===== config.mk =====
export PLATFORM = sky130hd
export DESIGN_NAME = prefetch_unit_flat
export DESIGN_NICKNAME = d
export VERILOG_FILES = /design/src/rtl/fetch_pkg.sv /design/src/rtl/prefetch_unit_if.sv /design/src/rtl/prefetch_unit_fifo.sv /design/src/rtl/prefetch_unit.sv /design/src/flat_wrapper.sv
export SDC_FILE = /design/constraint.sdc
export NUM_CORES = 1
export LEC_CHECK = 0
export CAP_MARGIN = 0
export CORE_MARGIN = 3
export CORE_UTILIZATION = 32
export DETAILED_ROUTE_END_ITERATION = 8
export DONT_BUFFER_PORTS = 1
export REMOVE_ABC_BUFFERS = 1
export SLEW_MARGIN = 20
export SYNTH_ARGS = -nofsm -noshare
export SYNTH_HDL_FRONTEND = slang
export SYNTH_SLANG_ARGS = --single-unit

===== constraint.sdc =====
create_clock -name clk_i -period 4.5 [get_ports clk_i]
set_input_delay 0.45 -clock clk_i [delete_from_list [all_inputs] [get_ports clk_i]]
set_output_delay 0.45 -clock clk_i [all_outputs]
set_load 0.03 [all_outputs]

===== src/rtl/fetch_pkg.sv =====
// Shared types for the prefetching fetch unit: FSM states, queue entry layout and fetch stride.
package fetch_pkg;

    localparam int FETCH_XLEN  = 32;
    localparam int INSTR_BYTES = 4;

    typedef enum logic [1:0] {
        IDLE     = 2'd0,
        RUN      = 2'd1,
        REDIRECT = 2'd2
    } fetch_state_t;

    typedef struct packed {
        logic [FETCH_XLEN-1:0] pc;
        logic [FETCH_XLEN-1:0] instr;
    } fetch_entry_t;

endpackage


===== src/rtl/prefetch_unit_if.sv =====
// Single-port BRAM read channel: the fetch unit drives enable/address, memory answers one cycle later.
interface ram_interface #(
    parameter int XLEN = 32
);
    logic            en_i_a;
    logic [XLEN-1:0] addr_i_a;
    logic [XLEN-1:0] data_o_a;

    modport master (
        output en_i_a,
        output addr_i_a,
        input  data_o_a
    );

    modport slave (
        input  en_i_a,
        input  addr_i_a,
        output data_o_a
    );
endinterface


===== src/rtl/prefetch_unit_fifo.sv =====
// Instruction queue: DEPTH x fetch_entry_t ring buffer with simultaneous push/pop and a flush
// that wins over both.
module fetch_fifo
    import fetch_pkg::*;
#(
    parameter  int DEPTH = 4,
    localparam int AW    = $clog2(DEPTH),
    localparam int CW    = AW + 1
) (
    input  logic         clk_i,
    input  logic         rst_i,
    input  logic         flush_i,
    input  logic         push_i,
    input  fetch_entry_t push_data_i,
    input  logic         pop_i,
    output fetch_entry_t head_o,
    output logic [CW-1:0] count_o,
    output logic         empty_o
);

    logic [AW-1:0] rd_ptr_q, rd_ptr_d;
    logic [AW-1:0] wr_ptr_q, wr_ptr_d;
    logic [CW-1:0] count_q,  count_d;
    fetch_entry_t  mem_q [DEPTH];

    logic do_push;
    logic do_pop;

    assign do_pop  = pop_i && (count_q != '0);
    // A push into a full queue is only legal when the head leaves in the same cycle.
    assign do_push = push_i && ((count_q != CW'(DEPTH)) || do_pop);

    // NOTE: every variable gets a default before the branches so no latch is inferred.
    always_comb begin
        rd_ptr_d = rd_ptr_q;
        wr_ptr_d = wr_ptr_q;
        count_d  = count_q;
        if (flush_i) begin
            rd_ptr_d = '0;
            wr_ptr_d = '0;
            count_d  = '0;
        end else begin
            if (do_pop) begin
                rd_ptr_d = rd_ptr_q + AW'(1);
            end
            if (do_push) begin
                wr_ptr_d = wr_ptr_q + AW'(1);
            end
            unique case ({do_push, do_pop})
                2'b10:   count_d = count_q + CW'(1);
                2'b01:   count_d = count_q - CW'(1);
                default: count_d = count_q;
            endcase
        end
    end

    // NOTE: state registers use non-blocking assignments so every flop samples pre-edge values.
    always_ff @(posedge clk_i or posedge rst_i) begin
        if (rst_i) begin
            rd_ptr_q <= '0;
            wr_ptr_q <= '0;
            count_q  <= '0;
        end else begin
            rd_ptr_q <= rd_ptr_d;
            wr_ptr_q <= wr_ptr_d;
            count_q  <= count_d;
        end
    end

    // NOTE: storage has no reset; count_q alone decides which entries are meaningful.
    always_ff @(posedge clk_i) begin
        if (do_push && !flush_i) begin
            mem_q[wr_ptr_q] <= push_data_i;
        end
    end

    assign head_o  = mem_q[rd_ptr_q];
    assign count_o = count_q;
    assign empty_o = (count_q == '0);

endmodule


===== src/rtl/prefetch_unit.sv =====
// Prefetching instruction fetch unit: credit-limited BRAM reads feeding a DEPTH-entry queue,
// flushed on branch redirect. Optional PREFETCH_BYPASS_EN forwards a returning read when the queue is empty.
module prefetch_unit
    import fetch_pkg::*;
#(
    parameter int              XLEN     = 32,
    parameter int              DEPTH    = 4,
    parameter logic [XLEN-1:0] RESET_PC = '0
) (
    input  logic             clk_i,
    input  logic             rst_i,
    input  logic             branch_taken_en_i,
    input  logic [XLEN-1:0]  next_pc_i,
    output logic             valid_o,
    output logic [XLEN-1:0]  instruction_o,
    output logic [XLEN-1:0]  pc_o,
    input  logic             ready_i,
    ram_interface.master     ram_if
);

    localparam int CW = $clog2(DEPTH) + 1;
    localparam int SW = CW + 1;
    localparam logic [SW-1:0] DEPTH_W = SW'(DEPTH);

    fetch_state_t    state_q;
    logic [XLEN-1:0] pc_q;
    logic            pending_q;
    logic [XLEN-1:0] pending_pc_q;

    fetch_entry_t    head;
    fetch_entry_t    push_entry;
    logic [CW-1:0]   count;
    logic            empty;
    logic            pop;
    logic            push;
    logic            issue;
    logic            ret_live;
    logic [SW-1:0]   credit_used;
    logic            unused_pc_bits;

    assign unused_pc_bits = &{1'b0, next_pc_i[1:0]};

    fetch_fifo #(
        .DEPTH (DEPTH)
    ) u_fifo (
        .clk_i       (clk_i),
        .rst_i       (rst_i),
        .flush_i     (branch_taken_en_i),
        .push_i      (push),
        .push_data_i (push_entry),
        .pop_i       (pop),
        .head_o      (head),
        .count_o     (count),
        .empty_o     (empty)
    );

    // A return is discarded if a redirect lands in the same cycle.
    assign ret_live = pending_q && !branch_taken_en_i;

    always_comb begin
        push_entry       = '0;
        push_entry.pc    = FETCH_XLEN'(pending_pc_q);
        push_entry.instr = FETCH_XLEN'(ram_if.data_o_a);
    end

`ifdef PREFETCH_BYPASS_EN
    logic bypass;

    assign bypass        = empty && pending_q;
    assign valid_o       = !empty || bypass;
    assign instruction_o = bypass ? ram_if.data_o_a : XLEN'(head.instr);
    assign pc_o          = bypass ? pending_pc_q    : XLEN'(head.pc);
    // A forwarded word taken by the consumer this cycle never enters the queue.
    assign push          = ret_live && !(bypass && ready_i);
`else
    assign valid_o       = !empty;
    assign instruction_o = XLEN'(head.instr);
    assign pc_o          = XLEN'(head.pc);
    assign push          = ret_live;
`endif

    assign pop = valid_o && ready_i;

    // Credits: queued entries plus the in-flight read, less the entry leaving this cycle.
    assign credit_used = SW'(count) + SW'(pending_q) - SW'(pop);

    // A read issued alongside a redirect would be killed anyway, so none is issued.
    assign issue = (state_q != IDLE) && !branch_taken_en_i && (credit_used < DEPTH_W);

    assign ram_if.en_i_a   = issue;
    assign ram_if.addr_i_a = pc_q;

    always_ff @(posedge clk_i or posedge rst_i) begin
        if (rst_i) begin
            state_q      <= IDLE;
            pc_q         <= RESET_PC;
            pending_q    <= 1'b0;
            pending_pc_q <= '0;
        end else begin
            pending_q <= issue;
            if (issue) begin
                pending_pc_q <= pc_q;
            end

            if (branch_taken_en_i) begin
                state_q <= REDIRECT;
                pc_q    <= {next_pc_i[XLEN-1:2], 2'b00};
            end else begin
                unique case (state_q)
                    IDLE:     state_q <= RUN;
                    RUN:      state_q <= RUN;
                    REDIRECT: state_q <= RUN;
                    default:  state_q <= IDLE;
                endcase
                if (issue) begin
                    pc_q <= pc_q + XLEN'(INSTR_BYTES);
                end
            end
        end
    end

endmodule


===== src/flat_wrapper.sv =====
// flat-port wrapper written by rule: the top's interface ports become plain ports
module prefetch_unit_flat import fetch_pkg::*;
#(
    parameter int              XLEN     = 32,
    parameter int              DEPTH    = 4,
    parameter logic [XLEN-1:0] RESET_PC = '0
)
  (clk_i, rst_i, branch_taken_en_i, next_pc_i, valid_o, instruction_o, pc_o, ready_i, ram_if_en_i_a, ram_if_addr_i_a, ram_if_data_o_a);
  ram_interface #(.XLEN(XLEN)) ram_if_i ();
  input  logic clk_i;
  input  logic rst_i;
  input  logic branch_taken_en_i;
  input  logic [XLEN-1:0] next_pc_i;
  output logic valid_o;
  output logic [XLEN-1:0] instruction_o;
  output logic [XLEN-1:0] pc_o;
  input  logic ready_i;
  output wire logic [$bits(ram_if_i.en_i_a)-1:0] ram_if_en_i_a;
  output wire logic [$bits(ram_if_i.addr_i_a)-1:0] ram_if_addr_i_a;
  input wire logic [$bits(ram_if_i.data_o_a)-1:0] ram_if_data_o_a;
  assign ram_if_en_i_a = ram_if_i.en_i_a;
  assign ram_if_addr_i_a = ram_if_i.addr_i_a;
  assign ram_if_i.data_o_a = ram_if_data_o_a;
  prefetch_unit #(.XLEN(XLEN), .DEPTH(DEPTH), .RESET_PC(RESET_PC)) u_core (.clk_i(clk_i), .rst_i(rst_i), .branch_taken_en_i(branch_taken_en_i), .next_pc_i(next_pc_i), .valid_o(valid_o), .instruction_o(instruction_o), .pc_o(pc_o), .ready_i(ready_i), .ram_if(ram_if_i));
endmodule

==> metrics.log <==
INFO  metric status = finished, final reports clean
INFO  metric synth.top_cell.area_share = approximately 60%
INFO  metric largest_net_degree_at_the_start_of_global_routing = between 60 and 70
INFO  metric diodes = 0
INFO  metric met2RoutedLength = 13800 um
INFO  metric final.setup.tns = 0 ps
INFO  metric core-area = 38700 um^2
INFO  metric post_cts_resize_count = 0
INFO  metric average_cell_area_after_synthesis = approximately 19 um^2
INFO  metric internal_power = 0.00647 W
INFO  metric route.detailed.vias_per_inst = ~5
INFO  metric detail_route.wl_per_cell = 23.1 um
INFO  metric layout_worst_path_cycle_share = slightly below 90%
INFO  metric clock_tree.root_cell = clkbuf_16
INFO  metric cts.repair_timing.setup_buffer_count = 0
INFO  metric antenna_violating_nets_post_route = 0
INFO  metric hold_crit_path_type = input pin to flip-flop
INFO  metric power_switching_share = 31.8%
INFO  metric detailedRoute.firstPassIterationCount = 4
INFO  metric finalSetupViolations = 0
INFO  metric wirelength_met1 = 12900 um
INFO  metric headroom_to_the_max_slew_limit = 28.9%
INFO  metric chipHeight = approximately 200 um
INFO  metric synthArstFlopShare = between 20% and 30%
INFO  metric hold_slack = 39.1 ps
INFO  metric grt_first_pass_wirelength = 44000 um
INFO  metric die-area = 41800 um^2
INFO  metric multi_input_comb_area = 3200 um^2
INFO  metric cts-buffers-inserted = 37
INFO  metric critical_path.slowest_cell = or4_4
INFO  metric grt_antenna_before_repair = 2
INFO  metric routed.top_layer = met5
INFO  metric crit_family = simple AND/OR/NAND/NOR gates
INFO  metric layout.cells.most_common_list = 248 x edfxtp_1, 68 x dfrtp_1, 62 x mux4_2, 39 x clkbuf_16, 37 x dlygate4sd3_1
INFO  metric power_density = 638 nW/um^2
INFO  metric postSynthRegisterBits = 318
INFO  metric finalHoldViolCount = 0
INFO  metric timing.critical_path.to_type = output port
INFO  metric design.final.nets = 807
INFO  metric final_common_cell = edfxtp_1
INFO  metric cts-root-to-sink-buffers = 3
INFO  metric power_frac_seq = 44.6%
INFO  metric cp_slowest_stage_delay = 640 ps
INFO  metric layout.area.seq = 9210 um^2
INFO  metric placement.io_buffers = 0
INFO  metric routed_wl_met3 = approximately 2100 um
INFO  metric via_count_of_the_first_global_routing_pass = approximately 6600
INFO  metric crit_fanout = 32
INFO  metric clk_pin_slew_worst_paths = 60 ps
INFO  metric cts_num_sinks = between 300 and 400
INFO  metric edff_count_synth = 248
INFO  metric irDropWorstVdd = ~0.30 mV
INFO  metric max_cap_viol_count = 0
INFO  metric grt_overflow_total = 0
INFO  metric initial_core_util = around a third
INFO  metric cts_htree_levels = 2
INFO  metric fin_skew = 11.9 ps
INFO  metric share_of_layout_cells_above_drive_strength_1 = around a quarter
INFO  metric slew_viol_final = 0
INFO  metric synth.top_cells.by_area = edfxtp_1 59%, dfrtp_1 14%, mux4_2 11%, mux2_2 2.9%, a2111oi_4 0.87%
INFO  metric timing.critical_path.required = 4050 ps
INFO  metric via_count = 6387
INFO  metric synth-warning-count = 0
INFO  metric cts_tree = built
INFO  metric timing.critical_path.from_type = flip-flop
INFO  metric syn2layout_area_growth = 18.1%
INFO  metric worstMarginPinSlew = 1070 ps
INFO  metric post-route-min-period = 3940 ps
INFO  metric boundary_pins = 166
INFO  metric cp_num_buf_inv = 4
INFO  metric p_switching = 0.00302 W
INFO  metric ys_dominant_reg_cell = edfxtp_1
INFO  metric power.combinational.fraction = 22.4%
INFO  metric detailedPlacementHpwl = around 18000 um
INFO  metric synthesis.area = 12600 um^2
INFO  metric yosys.cell_types.count = 45
INFO  metric dr.first_iter.drc_count = 354
INFO  metric insertion_delay = 530 ps
INFO  metric routabilityCongestion = 0.718
INFO  metric syn-instance-count = 671
INFO  metric fp.dieW = 204 um
INFO  metric grtUsageTotal = 14.2%
INFO  metric max_freq = 254 MHz
INFO  metric postCtsHoldBufs = 37
INFO  metric cells_along_the_critical_path = o31ai_1, buf_4, inv_1, ha_1, inv_1, ha_1, and3b_1, or4_4, a21oi_2, and2_2, buf_12
INFO  metric static-leakage-power = 4.84 nW
INFO  metric yosysSeqAreaShare = 73.0%
INFO  metric rsz0062_at_grt = no
INFO  metric synth_top_area_cell = edfxtp_1
INFO  metric rows = 72
INFO  metric fill_cells = 3538
INFO  metric cp.arrival = 3490 ps
INFO  metric clockPowerShare = 33.0%
INFO  metric critPathKind = flip-flop to output port
INFO  metric drc = 0
INFO  metric routed_wirelength = between 20000 and 30000 um
==> cells in the mapped netlist, types with 7 or more instances <==
cell type / number
nand3_1: 20
inv_1: 13
a31oi_1: 12
or3_1: 8
clkbuf_1: 14
nor2_1: 18
ha_1: 8
o21ai_0: 18
o31ai_1: 8
and4_1: 7
a21oi_1: 7
mux4_2: 62
dfrtp_1: 70
buf_4: 8
edfxtp_1: 248
xnor2_1: 11
and2_1: 7
mux2_2: 32
buf_1: 11
nand2_1: 23
==> per-layer routing <==
layer	up-vias	GRT usage, %
li1	2810	-
met3	51	4.09
met5	-	0
met1	3333	19.0
met2	189	22.4
met4	4	4.67
==> power by group through the flow <==
stage | Sequential [W] | Combinational [W] | Clock (W)
floorplan | 0.00418 | 0.00165 | 0
global placement | 0.00427 | 0.00210 | 0
detailed placement | 0.00431 | 0.00212 | 0
CTS | 0.00425 | 0.00217 | 0.00323
global route | 0.00430 | 0.00228 | 0.00334
finish | 0.00423 | 0.00213 | 0.00313
==> worst reg2reg max path, stage by stage, from the launching register on <==
cell and delay (ps):
dfrtp_1 460, o31ai_1 250, buf_4 180, inv_1 70, ha_1 170, inv_1 50, ha_1 210, and3b_1 170
or4_4 640, a21o_1 450, or4_1 570, a31oi_1 170
==> sequential cells by signal, indices dropped and copies added, names as in the netlist <==
register                cells
u_core.u_fifo.mem_q       248
u_core.pending_pc_q        30
u_core.ram_if.addr_i_a     30
u_core.u_fifo.count_o       3
u_core.state_q              2
u_core.u_fifo.rd_ptr_q      2
u_core.u_fifo.wr_ptr_q      2
u_core.pending_q            1
==> per-stage QoR <==
stage / setup slack [ps] / std cells / util, % / cell area, um^2 / total power [W]
after global placement: 1050 / 1172 / 34.2 / 13200 / 0.00637
after detailed placement: 1030 / 1172 / 34.2 / 13200 / 0.00643
after global routing: 367 / 1275 / 38.4 / 14900 / 0.00991
after floorplan: 361 / 638 / - / 12400 / 0.00583
final: 557 / 1275 / 38.4 / 14900 / 0.00949
after CTS: 514 / 1275 / 38.4 / 14900 / 0.00965
==> layout make-up <==
type / instances / share of cell area, %
Multi-Input combinational cell: 307 / 21.5
Inverter: 13 / 0.336
Clock buffer: 43 / 6.73
Clock inverter: 23 / 1.86
Sequential cell: 318 / 61.9
Timing Repair Buffer: 53 / 3.38
Tap cell: 518 / 4.36
==> cells by family (layout without fill, tap and decap cells) <==
kind of cell	Yosys count	count (layout)	share of synthesized area, %
xor+xnor	16	16	1.11
compound gates	70	70	4.20
flops	318	318	73.0
other cells	1	4	0.0298
simple gates	111	111	4.72
mux	97	97	14.2
fa+ha+maj	9	9	0.954
buf+inv	49	132	1.78
==> final timing paths <==
check | start | to | slack [ps] | depth (start not counted)
max | u_core.u_fifo.count_o[0] | ram_if_en_i_a | 560 | 11
min | next_pc_i[12] | u_core.ram_if.addr_i_a[12] | 40 | 2
max reg2reg | u_core.u_fifo.count_o[0] | u_core.ram_if.addr_i_a[20] | 1030 | 11
min reg2reg | u_core.state_q[0] | u_core.state_q[0] | 490 | 1
max in group asynchronous | rst_i | u_core.u_fifo.rd_ptr_q[0] | 3040 | 3
min in group asynchronous | rst_i | u_core.ram_if.addr_i_a[27] | 480 | 2
(Power assumes the default switching activity.)
